<file path="config.mk">
export PLATFORM = sky130hd
export DESIGN_NAME = merge6_node
export DESIGN_NICKNAME = d
export VERILOG_FILES = /design/src/rtl/merge6_node.sv
export SDC_FILE = /design/constraint.sdc
export NUM_CORES = 1
export LEC_CHECK = 0
export BUFFER_PORTS_ARGS = -buffer_cell sky130_fd_sc_hd__buf_4
export CAP_MARGIN = 0
export CORE_ASPECT_RATIO = 1.2
export CORE_MARGIN = 1
export CORE_UTILIZATION = 44
export CTS_CLUSTER_SIZE = 8
export DETAILED_ROUTE_END_ITERATION = 16
export GPL_TIMING_DRIVEN = 0
export PLACE_DENSITY = 0.76
export SYNTH_ARGS = -nofsm -noshare
export SYNTH_HDL_FRONTEND = slang
export SYNTH_SLANG_ARGS = --single-unit
</file>
<file path="constraint.sdc">
create_clock -name CLK -period 1.35 [get_ports CLK]
set_input_delay 0.135 -clock CLK [delete_from_list [all_inputs] [get_ports CLK]]
set_output_delay 0.135 -clock CLK [all_outputs]
set_load 0.005 [all_outputs]
</file>
<file path="src/rtl/merge6_node.sv">
// merge6_node: two-to-one merge node on the upward (leaf-to-root) path of the
// tree NoC. Two child channels are arbitrated round-robin. For each winning
// packet a one-bit side token naming the child goes out on S, followed by the
// unmodified packet on Out. All channels use valid/ready handshakes.
module merge6_node #(
   parameter int W = 9
) (
   input  logic         CLK,
   input  logic         RESET,
   input  logic [W-1:0] In0_data,
   input  logic         In0_valid,
   output logic         In0_ready,
   input  logic [W-1:0] In1_data,
   input  logic         In1_valid,
   output logic         In1_ready,
   output logic         S_data,
   output logic         S_valid,
   input  logic         S_ready,
   output logic [W-1:0] Out_data,
   output logic         Out_valid,
   input  logic         Out_ready
);

   typedef enum logic [1:0] {
      IDLE     = 2'd0,
      SEND_S   = 2'd1,
      SEND_OUT = 2'd2
   } state_t;

   state_t         r_state;
   logic           r_prio;
   logic           r_winQ;
   logic [W-1:0]   r_pktQ;
   logic           r_sValid;
   logic           r_outValid;

   logic           w_idle;
   logic           w_anyValid;
   logic           w_win;
   logic [W-1:0]   w_winData;
   logic           w_grant0;
   logic           w_grant1;
   logic           w_accept;

   // Grant decode: a lone requester always wins, contention is settled by
   // r_prio. Readies are forced low outside IDLE and while RESET is high, so
   // at most one child ever sees ready.
   always_comb begin
      w_idle     = (r_state == IDLE) && !RESET;
      w_anyValid = In0_valid || In1_valid;
      if (In0_valid && In1_valid) begin
         w_win = r_prio;
      end else begin
         w_win = In1_valid;
      end
      w_winData = w_win ? In1_data : In0_data;
      w_grant0  = w_idle && w_anyValid && !w_win;
      w_grant1  = w_idle && w_anyValid && w_win;
      w_accept  = w_grant0 || w_grant1;
   end

   assign In0_ready = w_grant0;
   assign In1_ready = w_grant1;
   assign S_valid   = r_sValid;
   assign S_data    = r_winQ;
   assign Out_valid = r_outValid;
   assign Out_data  = r_pktQ;

   // Token-then-packet FSM; holding r_pktQ and r_winQ untouched outside the
   // accept edge keeps both output payloads stable while their valid is high.
   always_ff @(posedge CLK) begin
      if (RESET) begin
         r_state    <= IDLE;
         r_prio     <= 1'b0;
         r_winQ     <= 1'b0;
         r_pktQ     <= '0;
         r_sValid   <= 1'b0;
         r_outValid <= 1'b0;
      end else begin
         case (r_state)
            IDLE: begin
               if (w_accept) begin
                  r_pktQ   <= w_winData;
                  r_winQ   <= w_win;
                  r_prio   <= ~w_win;
                  r_sValid <= 1'b1;
                  r_state  <= SEND_S;
               end
            end
            SEND_S: begin
               if (S_ready) begin
                  r_sValid   <= 1'b0;
                  r_outValid <= 1'b1;
                  r_state    <= SEND_OUT;
               end
            end
            SEND_OUT: begin
               if (Out_ready) begin
                  r_outValid <= 1'b0;
                  r_state    <= IDLE;
               end
            end
            default: begin
               r_sValid   <= 1'b0;
               r_outValid <= 1'b0;
               r_state    <= IDLE;
            end
         endcase
      end
   end

endmodule

</file>
Word-level counts from Yosys, hierarchy flattened:

Cells that the tools add are included.

* output and inout bits: 14
* register bits after elaboration: 15

* reductions and logical operators: 14
* equal/unequal tests: 5
* bitwise gates (word level): 3
* mux-type cells: 12

Operators with widths (count)
* 2-to-1 mux 9 bit: 1
* AND reduction 3 bit: 3
* 2-to-1 mux 2 bit: 3
* != test 2 bit, second input constant: 3
* one-hot mux 1 bit (3 select lines): 2
* one-hot mux 2 bit (3 select lines): 1
* logical AND 1 bit: 5
* 2-to-1 mux 1 bit: 5
* NOT 1 bit: 3
* == test 2 x 1 -> 1 bit, second input constant: 1
* == test 2 bit, second input constant: 1
* zero test 1 bit: 2
* zero test 2 bit: 1
* logical OR 1 bit: 2
* AND reduction 2 bit: 1

Longest topological paths before layout:

* word-level depth: 7
* gate-level depth with buffers: 5
* depth with buffers taken out: 3

Worst setup path after synthesis:

Ideal clock, no wire load.

* kind: reg-to-output
* from: reg r_state[0]
* to: out In1_ready
* stages on the path, launching flop included: 5
* arrival time: 0.975 ns
* slack: 0.240 ns
* required time: 1.215 ns
* buffers on the path: 1
* cells stage by stage: dfxtp_1 > nor2_2 > and3_4 > buf_6 > and2_1

* word-level cells in the longest chain between the ends: 4

RTL lines
* start: declaration: line 30 `state_t r_state;`
* start signal: assignment: line 73 `r_state <= IDLE;`
* start signal: assignment: line 87 `r_state <= SEND_S;`
* start signal: assignment: line 94 `r_state <= SEND_OUT;`
* zero test 2 bit: line 49 `w_idle = (r_state == IDLE) && !RESET;`
* logical AND 1 bit: line 49
* logical AND 1 bit (2 in a row): line 58 `w_grant1 = w_idle && w_anyValid && w_win;`
* end: declaration: line 15 `output logic In1_ready,`

Every way passes these cells.

Worst setup path in the final report:

Ends and elaborated chain as after synthesis.

==> flow_summary_export.csv <==
group,metric,value,unit
critical_path,cp.required,1.22,ns
final_layout,nNetsFinal,158,
hold_path,hold_path_class,"in2reg",
yosys,syn-num-nets,110,
floorplanning,dieArea,2010,sq um
final_layout,regArea,309,sq um
pwr,finalPower,1.16,mW
yosys,async_flop_share,0,%
pwr,total_leakage_power,0.503,nW
clocking,insertion_delay,0.28,ns
placed_design,dp_hpwl,1500,um
yosys,yosysWarningCount,0,
timing,skew,0.00420,ns
critical_path,critPathBufInv,1,
pwr,p_per_area,949,nW/um^2
floorplanning,ios,38,
final_layout,n_fill_cell,139,
global_route,antenna_found_initial,0,
pwr,vdd_drop_max,0.703,mV
yosys,yosys-top-cells-count,"15 x dfxtp_1, 11 x nand3b_1, 11 x o21ai_0, 9 x a311oi_2, 9 x a31oi_1",
clocking,root_buffer,"clkbuf_4",
global_route,grtUsageTotal,24.0,%
route,via_per_inst,5.66,
yosys,synthMuxAreaShare,0,%
critical_path,r2r_end,"Out_data[1]$_SDFFE_PP0P_",
yosys,ys_ff_latch,15,
floorplanning,core_area,1680,sq um
timing,hold_violations,0,
clocking,cts_tree,"yes",
route,wl_per_cell,14.1,um
route,dr.pass1.iters,4,
critical_path,cp_top_family,"simple AND/OR/NAND/NOR gates",
timing,fin_crit,1.34,ns
hold_path,whs_path_depth,2,
timing,setup-tns-final,0,ns
timing,slew_violations,0,
final_layout,syn_to_final_growth,52.1,%
placed_design,place_ws,0.0572,ns
critical_path,slowest_delay,0.37,ns
critical_path,critPathMaxFanout,4,
yosys,synth_area_leaders,"dfxtp_1 37%, a311oi_2 17%, nand3b_1 10%",
route,ant_nets,0,
yosys,synthMostInstantiatedCell,"dfxtp_1",
floorplanning,start_util,48.0,%
floorplanning,die_x,41.1,um
clocking,clock_sinks,15,
placed_design,place_inst,140,
critical_path,cp-end-kind,"output port",
yosys,yosysSeqAreaShare,37.2,%
yosys,synth_ff_type,"dfxtp_1",
global_route,grt_overflow,0,
yosys,synth.distinct_cells,24,
timing,slew-limit-headroom,64.9,%
route,routed_wl,2120,um
placed_design,io_buffers,36,
global_route,grt_max_degree,11,
yosys,syn_area_per_cell,9.38,sq um
critical_path,ff2ff_path_depth,5,
timing,rsz0062_at_grt,"true",
critical_path,critical_path_class,"reg2out",
timing,setup_viol,0,
final_layout,multi_input_area,482,sq um
yosys,syn-instance-count,86,
yosys,synth_top_family_by_area,"compound AO/OA/AOI/OAI gates",
global_route,grt_pass1_vias,758,
final_layout,diodes,0,
floorplanning,die_h,48.9,um
global_route,grt_pass1_wl,3410,um
route,first_iter_violations,16,
clocking,htreeDepth,1,
yosys,synth_edf_count,0,
yosys,synth-compound-area-share,35.5,%
placed_design,gp_congestion,0.740,
critical_path,r2r-start,"r_state[0]$_SDFFE_PP0P_",
hold_path,hold_end,"Out_data[7]$_SDFFE_PP0P_",
job,drv_cap,0,
yosys,synthSimpleGateAreaFrac,20.5,%
timing,tightest_slew,0.526,ns
timing,fin_crit_sh,99.5,%
timing,max_clock_freq,744,MHz
hold_path,hold_start,"RESET",
yosys,syn_area,807,sq um
yosys,synth_top_area_share,37.2,%
final_layout,final_cells,151,
yosys,yosysTopAreaCell,"dfxtp_1",
clocking,cts_buffers,3,
critical_path,r2r_setup_slack,0.10,ns
floorplanning,fp-row-count,16,
yosys,synth-xor-area-share,0,%
clocking,clk_pin_slew,0.09,ns
route,drcViolationCount,0,
yosys,synth_fa_ha_area_share,0,%
critical_path,cp-start-kind,"register",
route,num_vias,854,
critical_path,slowest_stage,"dfxtp_4",
outcome,status,"finished clean",
critical_path,worstPathArrival,1.21,ns
timing,layout_setup_ws,0.00630,ns
clocking,postCtsHoldBufs,0,
critical_path,crit_chain,"nor2_4 -> and3_4 -> and2_4 -> buf_6",
final_layout,drive_above_1_share,54.1,%
clocking,cts_buffer_depth,2,
==> flip-flops by register name, summed over array words and instances, names as in the netlist <==
register,flops
Out_data,9
r_prio,1
S_data,1
S_valid,1
Out_valid,1
r_state,2
==> routing by layer <==
metal,vias up,GRT usage [%],wire length (um)
li1,424,-,-
met1,403,32.7,889
met2,23,36.7,1130
met3,4,4.57,79
met4,0,8.06,28
met5,-,0,0
==> through the flow <==
stage	area [sq um]	util, %	hold slack (ns)
4_1_cts	1200	71.3	0.0978
3_3_place_gp	1100	65.4	0.397
5_1_grt	1230	73.0	0.0992
3_5_place_dp	1100	65.4	0.405
6_report	1230	73.0	0.105
2_1_floorplan	807	-	0.308
==> layout make-up <==
type	instances	area share [%]
well taps	18	1.83
clock buffers	4	2.14
inverters	2	0.612
flip-flops and latches	15	25.2
repair buffers	44	27.2
multi-input cells	61	39.2
plain buffers	7	3.77
==> kinds of logic (layout without fill, tap and decap cells) <==
| group | count (synthesis) | after routing |
|---|---|---|
| buffers and inverters | 10 | 57 |
| AO/OA/AOI/OAI | 36 | 36 |
| AND/OR/NAND/NOR | 25 | 25 |
| flip-flops | 15 | 15 |
==> report_power, final <==
part / internal (mW) / switching, mW / leakage [nW]
combinational: 0.221 / 0.174 / 0.363
sequential: 0.486 / 0.0291 / 0.125
clock: 0.115 / 0.140 / 0.0150
total: 0.822 / 0.343 / 0.503
==> placed cells by master (no fill, tap or decap) <==
cell type and n:
buf_4 44, dfxtp_1 12, nand3b_1 11, o21ai_0 11, a31oi_1 9, a311oi_2 9
a21oi_1 6, buf_6 3, clkbuf_1 3, nand2_1 3, clkbuf_4 3, dfxtp_4 2
buf_1 1, inv_1 1, nor2b_4 1, nor2_2 1, nor2_4 1, or2_4 1
buf_2 1, nand2_4 1, nor3_2 1, inv_2 1, and3_4 1, and2_4 1
nor2_1 1, nor3b_1 1, a21bo_1 1, or3b_1 1, dfxtp_2 1
==> worst max-delay path by stage <==
stage	depth (start not counted)	endpoint	slack, ns	from
2_1_floorplan	4	In1_ready	0.24	r_state[0]$_SDFFE_PP0P_
3_3_place_gp	5	In1_ready	0.06	r_state[0]$_SDFFE_PP0P_
3_5_place_dp	5	In0_ready	0.06	r_state[0]$_SDFFE_PP0P_
4_1_cts	5	In0_ready	-0.002	r_state[1]$_SDFFE_PP0P_
5_1_grt	4	In1_ready	-0.06	r_state[0]$_SDFFE_PP0P_
6_report	4	In1_ready	0.006	r_state[0]$_SDFFE_PP0P_
==> what timing repair did <==
action / in CTS / in global routing
pin swaps: 3 / 3
setup buffers: 7 / 1
setup endpoints to repair: 2 / 3
gates resized for setup: 10 / 7
hold endpoints to repair: 0 / 0
No activity file was read; power rests on OpenSTA's default activity.
